**src/rtl/key_scanner.sv**
```systemverilog
// 4x4 keypad matrix scanner with debounce; emits key_in/key_val/key_strobe events.
// Optional auto-repeat of key_strobe while held: define KEY_SCANNER_REPEAT_EN.
module key_scanner #(
    parameter int unsigned SCAN_DIV       = 1000,
    parameter int unsigned DEBOUNCE_SCANS = 4,
    parameter int unsigned REPEAT_DELAY   = 64,
    parameter int unsigned REPEAT_RATE    = 16
) (
    input  logic       clock,
    input  logic       reset,
    input  logic [3:0] col_in,
    output logic [3:0] row_out,
    output logic       key_in,
    output logic [3:0] key_val,
    output logic       key_strobe
);

    localparam int unsigned DWELL_W = $clog2(SCAN_DIV);
    localparam int unsigned CNT_W   = $clog2(DEBOUNCE_SCANS + 1);
    localparam logic [DWELL_W-1:0] DWELL_LAST = DWELL_W'(SCAN_DIV - 1);
    localparam logic [CNT_W-1:0]   CNT_LAST   = CNT_W'(DEBOUNCE_SCANS - 1);

    // Elaboration-time guard against unusable parameter values
    if (SCAN_DIV < 2 || DEBOUNCE_SCANS < 1 || REPEAT_DELAY < 1 || REPEAT_RATE < 1) begin : g_param_check
        $error("key_scanner: invalid parameter value");
    end

    typedef enum logic [1:0] {
        SCAN     = 2'd0,
        DEBOUNCE = 2'd1,
        HOLD     = 2'd2
    } state_t;

    state_t             state;
    state_t             state_nxt;
    logic [DWELL_W-1:0] dwell;
    logic [1:0]         row;
    logic [1:0]         row_nxt;
    logic [1:0]         col;
    logic [1:0]         col_nxt;
    logic [CNT_W-1:0]   cnt;
    logic [CNT_W-1:0]   cnt_nxt;
    logic [CNT_W-1:0]   rel;
    logic [CNT_W-1:0]   rel_nxt;
    logic [3:0]         row_out_nxt;
    logic               key_in_nxt;
    logic [3:0]         key_val_nxt;
    logic               key_strobe_nxt;
    logic [1:0]         low_col;
    logic               sample;
    logic               any_low;
    logic               cap_low;

    assign sample  = (dwell == DWELL_LAST);
    assign any_low = (col_in != 4'hF);
    assign cap_low = ~col_in[col];

    // Lowest-index active column wins when several are low
    always_comb begin
        low_col = 2'd0;
        for (int c = 3; c >= 0; c--) begin
            if (!col_in[c]) begin
                low_col = 2'(c);
            end
        end
    end

    always_ff @(posedge clock) begin
        if (reset) begin
            dwell <= '0;
        end else if (sample) begin
            dwell <= '0;
        end else begin
            dwell <= dwell + 1'b1;
        end
    end

    always_ff @(posedge clock) begin
        if (reset) begin
            state <= SCAN;
        end else begin
            state <= state_nxt;
        end
    end

    always_comb begin
        state_nxt = state;
        case (state)
            SCAN: begin
                if (sample && any_low) begin
                    state_nxt = DEBOUNCE;
                end
            end
            DEBOUNCE: begin
                if (sample) begin
                    if (!cap_low) begin
                        state_nxt = SCAN;
                    end else if (cnt == CNT_LAST) begin
                        state_nxt = HOLD;
                    end
                end
            end
            HOLD: begin
                if (sample && !cap_low && rel == CNT_LAST) begin
                    state_nxt = SCAN;
                end
            end
            default: state_nxt = SCAN;
        endcase
    end

`ifdef KEY_SCANNER_REPEAT_EN
    localparam int unsigned REP_MAX = (REPEAT_DELAY > REPEAT_RATE) ? REPEAT_DELAY : REPEAT_RATE;
    localparam int unsigned REP_W   = $clog2(REP_MAX + 1);
    localparam logic [REP_W-1:0] REP_DELAY_LAST = REP_W'(REPEAT_DELAY - 1);
    localparam logic [REP_W-1:0] REP_RATE_LAST  = REP_W'(REPEAT_RATE - 1);

    logic [REP_W-1:0] rep_cnt;
    logic [REP_W-1:0] rep_cnt_nxt;
    logic             rep_armed;
    logic             rep_armed_nxt;
    logic             rep_fire;

    // First repeat after REPEAT_DELAY held samples, then every REPEAT_RATE
    always_comb begin
        rep_cnt_nxt   = rep_cnt;
        rep_armed_nxt = rep_armed;
        rep_fire      = 1'b0;
        if (state != HOLD) begin
            rep_cnt_nxt   = '0;
            rep_armed_nxt = 1'b0;
        end else if (sample) begin
            if (!cap_low) begin
                rep_cnt_nxt   = '0;
                rep_armed_nxt = 1'b0;
            end else if (rep_cnt == (rep_armed ? REP_RATE_LAST : REP_DELAY_LAST)) begin
                rep_fire      = 1'b1;
                rep_cnt_nxt   = '0;
                rep_armed_nxt = 1'b1;
            end else begin
                rep_cnt_nxt = rep_cnt + 1'b1;
            end
        end
    end

    always_ff @(posedge clock) begin
        if (reset) begin
            rep_cnt   <= '0;
            rep_armed <= 1'b0;
        end else begin
            rep_cnt   <= rep_cnt_nxt;
            rep_armed <= rep_armed_nxt;
        end
    end
`else
    logic rep_fire;
    assign rep_fire = 1'b0;
`endif

    // Next values of the scan datapath and registered outputs
    always_comb begin
        row_nxt        = row;
        col_nxt        = col;
        cnt_nxt        = cnt;
        rel_nxt        = rel;
        key_in_nxt     = key_in;
        key_val_nxt    = key_val;
        key_strobe_nxt = rep_fire;
        case (state)
            SCAN: begin
                if (sample) begin
                    if (any_low) begin
                        col_nxt = low_col;
                        cnt_nxt = '0;
                    end else begin
                        row_nxt = row + 2'd1;
                    end
                end
            end
            DEBOUNCE: begin
                if (sample) begin
                    if (!cap_low) begin
                        row_nxt = row + 2'd1;
                    end else if (cnt == CNT_LAST) begin
                        key_in_nxt     = 1'b1;
                        key_val_nxt    = {row, col};
                        key_strobe_nxt = 1'b1;
                        rel_nxt        = '0;
                    end else begin
                        cnt_nxt = cnt + 1'b1;
                    end
                end
            end
            HOLD: begin
                if (sample) begin
                    if (cap_low) begin
                        rel_nxt = '0;
                    end else if (rel == CNT_LAST) begin
                        key_in_nxt = 1'b0;
                        row_nxt    = row + 2'd1;
                    end else begin
                        rel_nxt = rel + 1'b1;
                    end
                end
            end
            default: begin
                row_nxt = 2'd0;
            end
        endcase
        row_out_nxt = 4'(~(4'b0001 << row_nxt));
    end

    always_ff @(posedge clock) begin
        if (reset) begin
            row        <= 2'd0;
            col        <= 2'd0;
            cnt        <= '0;
            rel        <= '0;
            row_out    <= 4'b1110;
            key_in     <= 1'b0;
            key_val    <= 4'h0;
            key_strobe <= 1'b0;
        end else begin
            row        <= row_nxt;
            col        <= col_nxt;
            cnt        <= cnt_nxt;
            rel        <= rel_nxt;
            row_out    <= row_out_nxt;
            key_in     <= key_in_nxt;
            key_val    <= key_val_nxt;
            key_strobe <= key_strobe_nxt;
        end
    end

endmodule
```
**config.mk**
```make
export PLATFORM = sky130hd
export DESIGN_NAME = key_scanner
export DESIGN_NICKNAME = d
export VERILOG_FILES = /design/src/rtl/key_scanner.sv
export SDC_FILE = /design/constraint.sdc
export NUM_CORES = 1
export LEC_CHECK = 0
export BUFFER_PORTS_ARGS = -buffer_cell sky130_fd_sc_hd__buf_4
export CELL_PAD_IN_SITES_DETAIL_PLACEMENT = 0
export CELL_PAD_IN_SITES_GLOBAL_PLACEMENT = 1
export CORE_ASPECT_RATIO = 0.6
export CORE_MARGIN = 1
export CORE_UTILIZATION = 43
export CTS_CLUSTER_SIZE = 20
export DETAILED_ROUTE_END_ITERATION = 8
export PLACE_DENSITY = 0.73
export REMOVE_ABC_BUFFERS = 1
export SETUP_SLACK_MARGIN = 0.02
export SYNTH_ARGS = -nofsm -noshare
export SYNTH_HDL_FRONTEND = slang
export SYNTH_SLANG_ARGS = --single-unit
export TNS_END_PERCENT = 20
```
**constraint.sdc**
```tcl
create_clock -name clock -period 2.6 [get_ports clock]
set_clock_uncertainty 0.1 [all_clocks]
set_input_delay 0.13 -clock clock [delete_from_list [all_inputs] [get_ports clock]]
set_output_delay 0.13 -clock clock [all_outputs]
set_load 0.05 [all_outputs]
```
==> results.json, run 1 <==
{
  "status": "finished clean",
  "muxShareOfSynthArea": 0.03266,
  "antenna_cells": 0,
  "rrSetupSlack_ns": 0.25,
  "slowest_stage": "a222oi_1",
  "drtAntennaViolNets": 0,
  "synth_cell_types": 39,
  "end_kind": "register",
  "yosysWarnings": 0,
  "cts_tree": "done",
  "ir_worst_vdd_mv": 0.3585,
  "cts_hold_buf": 0,
  "cts_setup_buffers": 0,
  "fin_area_um2": 1750,
  "via_per_inst": 5.320,
  "required_ns": 2.66,
  "grt_max_degree": 23,
  "drt-total-wl_mm": 3.234,
  "setup_tns_ns": 0,
  "firstDrtPassIters": 4,
  "synth_simple_gate_area_frac": 0.2647,
  "synth_compound_area_frac": 0.1575,
  "crit_path_cell_trace": "mux2_4 > a222oi_1 > nor2_1 > a211oi_2 > a31o_1 > or3b_1",
  "antenna_found_initial": 0,
  "worst_slew_pin_slew_ns": 0.5117,
  "clkTransAtPathRegs_ns": 0.06,
  "timing.rr.start": "col[0]$_SDFFE_PP0P_",
  "die_x_um": 78.10,
  "core-area_um2": 3283,
  "synthTopCellsByCount": "dfxtp_1 (32), nand2_1 (20), nor2_1 (20)",
  "synthFlopType": "dfxtp_1",
  "fp.dieH_um": 47.66,
  "ios": 16,
  "worstHoldPathCells": 3,
  "finalCritPeriodShare": 0.9052,
  "start_util": 0.4550,
  "slew-limit-headroom": 0.6588,
  "cp.arrival_ns": 2.42,
  "clock_latency_ns": 0.28,
  "nets": 208,
  "synth_top_family_by_area": "simple AND/OR/NAND/NOR gates",
  "worst_r2r_path_depth": 6,
  "ys_top_cells_by_area": "dfxtp_1 (43%), a21oi_1 (5.7%), ha_1 (5.0%)",
  "gp_congestion": 0.8553,
  "drc_errors": 0,
  "cts_made_buffers": 5,
  "netlist_instances": 175,
  "yosys.cell_count.top_type": "dfxtp_1",
  "place_area_um2": 1673,
  "setup_viol": 0,
  "cts_root_buf": "clkbuf_8",
  "clockBufferDepth": 2,
  "finalCriticalPeriod_ns": 2.353,
  "area_growth_pct": 17.17,
  "p_leak_nw": 0.6438,
  "track_usage": 0.1935,
  "min_to": "col[0]$_SDFFE_PP0P_",
  "via_count": 1282,
  "synthArstFlopShare": 0,
  "portBuffers": 15,
  "synth-seq-area-share": 0.4288,
  "drtIter0Drc": 49,
  "fmax_mhz": 424.9,
  "yosys_register_bits": 32,
  "cp_max_fo": 5,
  "hp-start": "col_in[0]",
  "synth_top_area_share": 0.4288,
  "hold_viol": 0,
  "reg2reg_to": "row_out[2]$_SDFF_PP1_",
  "synth_area_per_cell_um2": 8.537,
  "hp-class": "in -> reg",
  "routedWlPerCell_um": 13.42,
  "drive_gt1_frac": 0.1735,
  "dp_hpwl_mm": 2.410,
  "rsz0062_at_grt": "no",
  "num_rows": 16,
  "synth_xor_xnor_area_share": 0.03518,
  "grt_pass1_wl_mm": 5.161,
  "synth_fa_ha_area_frac": 0.05025,
  "synth_top_area_cell": "dfxtp_1",
  "htree_levels": 2,
  "post_cts_resized": 0,
  "cp-start-kind": "register",
  "numClockSinks": 32,
  "synth-edff-count": 0,
  "grt_pass1_vias": 1101,
  "drv_cap": 0,
  "syn_area_um2": 1494,
  "p_per_area_nw_per_um2": 502.1,
  "overflow": 0,
  "slew_viol_final": 0,
  "cpPeakStageDelay_ns": 0.49,
  "die-area_um2": 3722,
  "worstSetupPathType": "reg -> reg"
}
-- area by class of cell --
type,instances,area (um2)
clock buffer,6,72.57
tap,45,56.30
sequential,32,640.6
inverter,7,26.28
timing repair buffer,19,142.6
multi-input combinational,131,807.0
clock inverter,1,5.005
fill,333,1533
-- state kept, by name, summed over array words and instances (netlist names), 2 cells and up --
register and flops:
row_out 4, row 2, key_val 4, col 2, rel 3, cnt 3, state 2, dwell 10
-- cells in the final DEF (no fill, tap or decap), drive strengths merged, types with 3 or more instances in the layout --
| cell | instances |
|---|---|
| xor2 | 5 |
| and3 | 3 |
| inv | 7 |
| clkbuf | 6 |
| ha | 6 |
| nor3 | 3 |
| nand2b | 3 |
| nand2 | 20 |
| buf | 19 |
| nand3 | 12 |
| a21oi | 17 |
| a211oi | 4 |
| nor2 | 20 |
| dfxtp | 32 |
| o21ai | 9 |
| or3 | 6 |
| a2bb2oi | 3 |
-- per-stage QoR --
step	hold slack, ns	std cells	util	power (mW)	setup slack (ns)
6_report	0.05526	241	0.5332	0.8789	0.2466
5_1_grt	0.08565	241	0.5332	0.9098	0.06018
4_1_cts	0.04152	241	0.5332	0.8912	0.2422
3_5_place_dp	0.3403	234	0.5095	0.5430	0.2620
3_3_place_gp	0.3396	234	0.5095	0.5425	0.2894
2_1_floorplan	0.09907	170	-	0.5238	0.4202
-- power breakdown --
part / switching [mW] / total, mW / internal [mW]
combinational: 0.0202 / 0.0345 / 0.0144
clock: 0.164 / 0.346 / 0.181
sequential: 0.00421 / 0.499 / 0.494
-- how the worst max path moves through the flow --
| stage | start | endpoint | slack [ns] | depth (start not counted) |
|---|---|---|---|---|
| 5_1_grt | col[0]$_SDFFE_PP0P_ | row_out[2]$_SDFF_PP1_ | 0.06 | 6 |
| 4_1_cts | col[0]$_SDFFE_PP0P_ | row_out[2]$_SDFF_PP1_ | 0.24 | 6 |
| 6_report | col[0]$_SDFFE_PP0P_ | row_out[2]$_SDFF_PP1_ | 0.25 | 6 |
| 3_5_place_dp | col[0]$_SDFFE_PP0P_ | row_out[2]$_SDFF_PP1_ | 0.26 | 6 |
| 3_3_place_gp | col[0]$_SDFFE_PP0P_ | row_out[2]$_SDFF_PP1_ | 0.29 | 6 |
| 2_1_floorplan | col[0]$_SDFFE_PP0P_ | row_out[2]$_SDFF_PP1_ | 0.42 | 6 |
-- layer usage --
metal / global-route usage / vias to the layer above / routed length [um]
li1: - / 662 / -
met1: 0.2805 / 582 / 1874
met2: 0.2614 / 31 / 1174
met3: 0.05333 / 7 / 136
met4: 0.1000 / 0 / 48
met5: 0 / - / 0
-- kinds of logic (layout without fill, tap and decap cells) --
family / after synthesis / count (layout)
muxes: 3 / 3
AOI/OAI and AO/OA: 37 / 37
xor gates and xnor gates: 6 / 6
buffers and inverters: 12 / 33
DFF: 32 / 32
adders and majority gates: 6 / 6
and+or+nand+nor: 79 / 79
-- worst max-delay path, delay by kind of cell (launching register included) --
family | cells | cell delay [ns]
simple gates | 2 | 0.46
compound gates | 3 | 0.91
flops | 1 | 0.44
mux | 1 | 0.32
Note: power is estimated with default switching activity, not from simulation.
==> run 2, diff against run 1 <==
--- a/config.mk
+++ b/config.mk
@@ -8,12 +8,12 @@
 export BUFFER_PORTS_ARGS = -buffer_cell sky130_fd_sc_hd__buf_4
 export CELL_PAD_IN_SITES_DETAIL_PLACEMENT = 0
 export CELL_PAD_IN_SITES_GLOBAL_PLACEMENT = 1
-export CORE_ASPECT_RATIO = 0.6
+export CORE_ASPECT_RATIO = 1.1
 export CORE_MARGIN = 1
-export CORE_UTILIZATION = 43
+export CORE_UTILIZATION = 39
 export CTS_CLUSTER_SIZE = 20
 export DETAILED_ROUTE_END_ITERATION = 8
-export PLACE_DENSITY = 0.73
+export PLACE_DENSITY = 0.7
 export REMOVE_ABC_BUFFERS = 1
 export SETUP_SLACK_MARGIN = 0.02
 export SYNTH_ARGS = -nofsm -noshare
==> constraint.sdc (replaced) <==
create_clock -name clock -period 2 [get_ports clock]
set_clock_uncertainty 0.1 [all_clocks]
set_input_delay 0.1 -clock clock [delete_from_list [all_inputs] [get_ports clock]]
set_output_delay 0.1 -clock clock [all_outputs]
set_load 0.05 [all_outputs]
==> run 2 against run 1 <==
Effect of this change:
- the flow now finishes with violations (negative setup slack)
- critical path type unchanged
- final cell count rose by 14%
- critical endpoint unchanged
- highest routed layer unchanged
- die area grew 9.7%
- combinational power increased by 77%
- setup slack worse by 0.36 ns
- routed wire length increased by 5.9%
==> results.json, run 2 (synthesis results as in run 1) <==
{
  "via_count": 1397,
  "die-area_um2": 4082,
  "antenna_cells": 0,
  "layout_commonest_cell": "buf_4",
  "cts_root_buf": "clkbuf_8",
  "fin_util": 0.5717,
  "track_usage": 0.1938,
  "htree_levels": 2,
  "met1_usage": 0.2026,
  "finalCriticalPeriod_ns": 2.113,
  "clock_latency_ns": 0.28,
  "grt_max_degree": 23,
  "setup_viol": 6,
  "pwr-share-clk": 0.417,
  "routedWlPerCell_um": 12.45,
  "numClockSinks": 32,
  "drc_errors": 0,
  "p_leak_nw": 0.8084,
  "gr-usage-met2": 0.3585,
  "sw_frac_of_total": 0.2204,
  "cp-start-kind": "register",
  "busiest_layer": "met2",
  "grt_pass1_vias": 1365,
  "worst_slew_pin_slew_ns": 0.3556,
  "p_int_mw": 0.9459,
  "ios": 16,
  "setup_ws_ns": -0.1126,
  "fmax_mhz": 473.4,
  "slowest_stage": "dfxtp_4",
  "p_per_area_nw_per_um2": 580.7,
  "required_ns": 2.06,
  "rsz0062_at_grt": "yes",
  "core-area_um2": 3655,
  "worstHoldPathCells": 3,
  "drive_gt1_frac": 0.3600,
  "netSwitchingPower_mw": 0.2673,
  "cts_tree": "done",
  "cp_max_fo": 4,
  "crit_path_cell_trace": "mux2_4 > a222oi_1 > buf_4 > nor2_4 > a211oi_2 > a31o_1 > or3b_1",
  "ir_worst_vdd_mv": 0.4244,
  "cts_made_buffers": 5,
  "num_rows": 23,
  "hold_viol": 0,
  "die_x_um": 61.01,
  "cp.arrival_ns": 2.18,
  "worstSetupPathType": "reg -> reg",
  "final_cell_mix": "buf_4 (44), dfxtp_1 (28), nand2_1 (20), nor2_1 (18), a21oi_1 (17)",
  "grtUsageMet3": 0.05437,
  "worst_r2r_path_depth": 7,
  "drtIter0Drc": 84,
  "clkTransAtPathRegs_ns": 0.07,
  "finalCritPeriodShare": 1.056,
  "top_regs": "dwell: 10 flops, key_val: 4 flops, row_out: 4 flops",
  "drtAntennaViolNets": 0,
  "violations": "negative setup slack",
  "setup_tns_ns": -0.2457,
  "drv_cap": 0,
  "portBuffers": 15,
  "antenna_found_initial": 0,
  "start_util": 0.4088,
  "firstDrtPassIters": 4,
  "dp_hpwl_mm": 2.555,
  "gp_congestion": 0.8329,
  "slew_viol_final": 0,
  "num-fill-cells": 334,
  "status": "finished, violations left",
  "end_kind": "register",
  "cpPeakStageDelay_ns": 0.37,
  "via_per_inst": 5.080,
  "sequentialPowerShare": 0.533,
  "slew-limit-headroom": 0.7621,
  "hp-class": "in -> reg",
  "fp.dieH_um": 66.91,
  "nets": 236,
  "drt-total-wl_mm": 3.425,
  "comb_power_share": 0.050,
  "largest_register": "dwell",
  "grt_pass1_wl_mm": 5.837,
  "largest_reg_flops": 10,
  "area_growth_pct": 39.87,
  "clockBufferDepth": 2,
  "overflow": 0
}
## run 2: cell count changes in the layout (fill, tap and decap cells not counted), moves of 2 or more
| cell | delta |
|---|---|
| a2bb2oi_1 | -2 |
| a2bb2oi_2 | +2 |
| buf_4 | +25 |
| buf_6 | +3 |
| dfxtp_1 | -4 |
| dfxtp_2 | +3 |
| nor2_1 | -2 |
| nor3_1 | -2 |
| nor3_2 | +2 |
| o21ai_0 | -3 |
| o21ai_2 | +2 |
## run 2: worst paths after layout
| path | from | slack [ns] | to |
|---|---|---|---|
| max | col[0]$_SDFFE_PP0P_ | -0.11 | row_out[2]$_SDFF_PP1_ |
| max reg2reg | col[0]$_SDFFE_PP0P_ | -0.11 | row_out[2]$_SDFF_PP1_ |
| min | col_in[0] | 0.01 | col[0]$_SDFFE_PP0P_ |
| min reg2reg | key_val[0]$_SDFFE_PP0P_ | 0.36 | key_val[0]$_SDFFE_PP0P_ |
## run 2: worst max-delay path: cells and delay by family (launching register included)
kind                   cells  cell delay, ns
AND/OR/NAND/NOR            2            0.38
AO/OA/AOI/OAI              3            0.64
multiplexers               1            0.29
flip-flops                 1            0.37
buffers and inverters      1            0.21
## run 2: repair_timing
action | 4_1_cts | 5_1_grt
gates cloned | 0 | 0
resized for setup | 18 | 10
buffers inserted | 1 | 0
hold buffers | 0 | 0
pin swaps | 5 | 4
endpoints found under the hold margin | 0 | 0
setup endpoints to repair | 13 | 17
## run 2: layout make-up
type | count | area [um2] | share of cell area
multi-input cells | 131 | 895.9 | 0.4287
flip-flops and latches | 32 | 648.1 | 0.3102
repair buffers | 47 | 364.1 | 0.1743
clock buffers | 6 | 82.58 | 0.03952
well taps | 50 | 62.56 | 0.02994
inverters | 7 | 26.28 | 0.01257
clock inverters | 2 | 10.01 | 0.004790
## run 2: power by group through the flow
stage / Sequential, mW / Clock (mW) / Combinational (mW)
6_report: 0.646 / 0.506 / 0.0609
5_1_grt: 0.646 / 0.555 / 0.0688
4_1_cts: 0.646 / 0.526 / 0.0598
3_5_place_dp: 0.660 / 0 / 0.0562
3_3_place_gp: 0.659 / 0 / 0.0550
2_1_floorplan: 0.661 / 0 / 0.0202
## run 2: stage by stage
stage                     power (mW)  cells  hold WS [ns]  instance area, um2  setup slack, ns
final                          1.213    275       0.01487                2090          -0.1126
after CTS                      1.232    275      0.001900                2049         -0.07707
after floorplan               0.6809    170       0.06907                1474          -0.1798
after global placement        0.7140    266        0.3130                1882          -0.1725
after global routing           1.270    275       0.01694                2090          -0.1825
after detailed placement      0.7158    266        0.3138                1882          -0.2512
## run 2: routing by layer
layer | part of all wire | vias to the layer above | routed length (um)
met5 | 0 | - | 0
met4 | 0.0061 | 0 | 21
met3 | 0.030 | 4 | 102
met2 | 0.54 | 17 | 1856
met1 | 0.42 | 658 | 1444
li1 | - | 718 | -
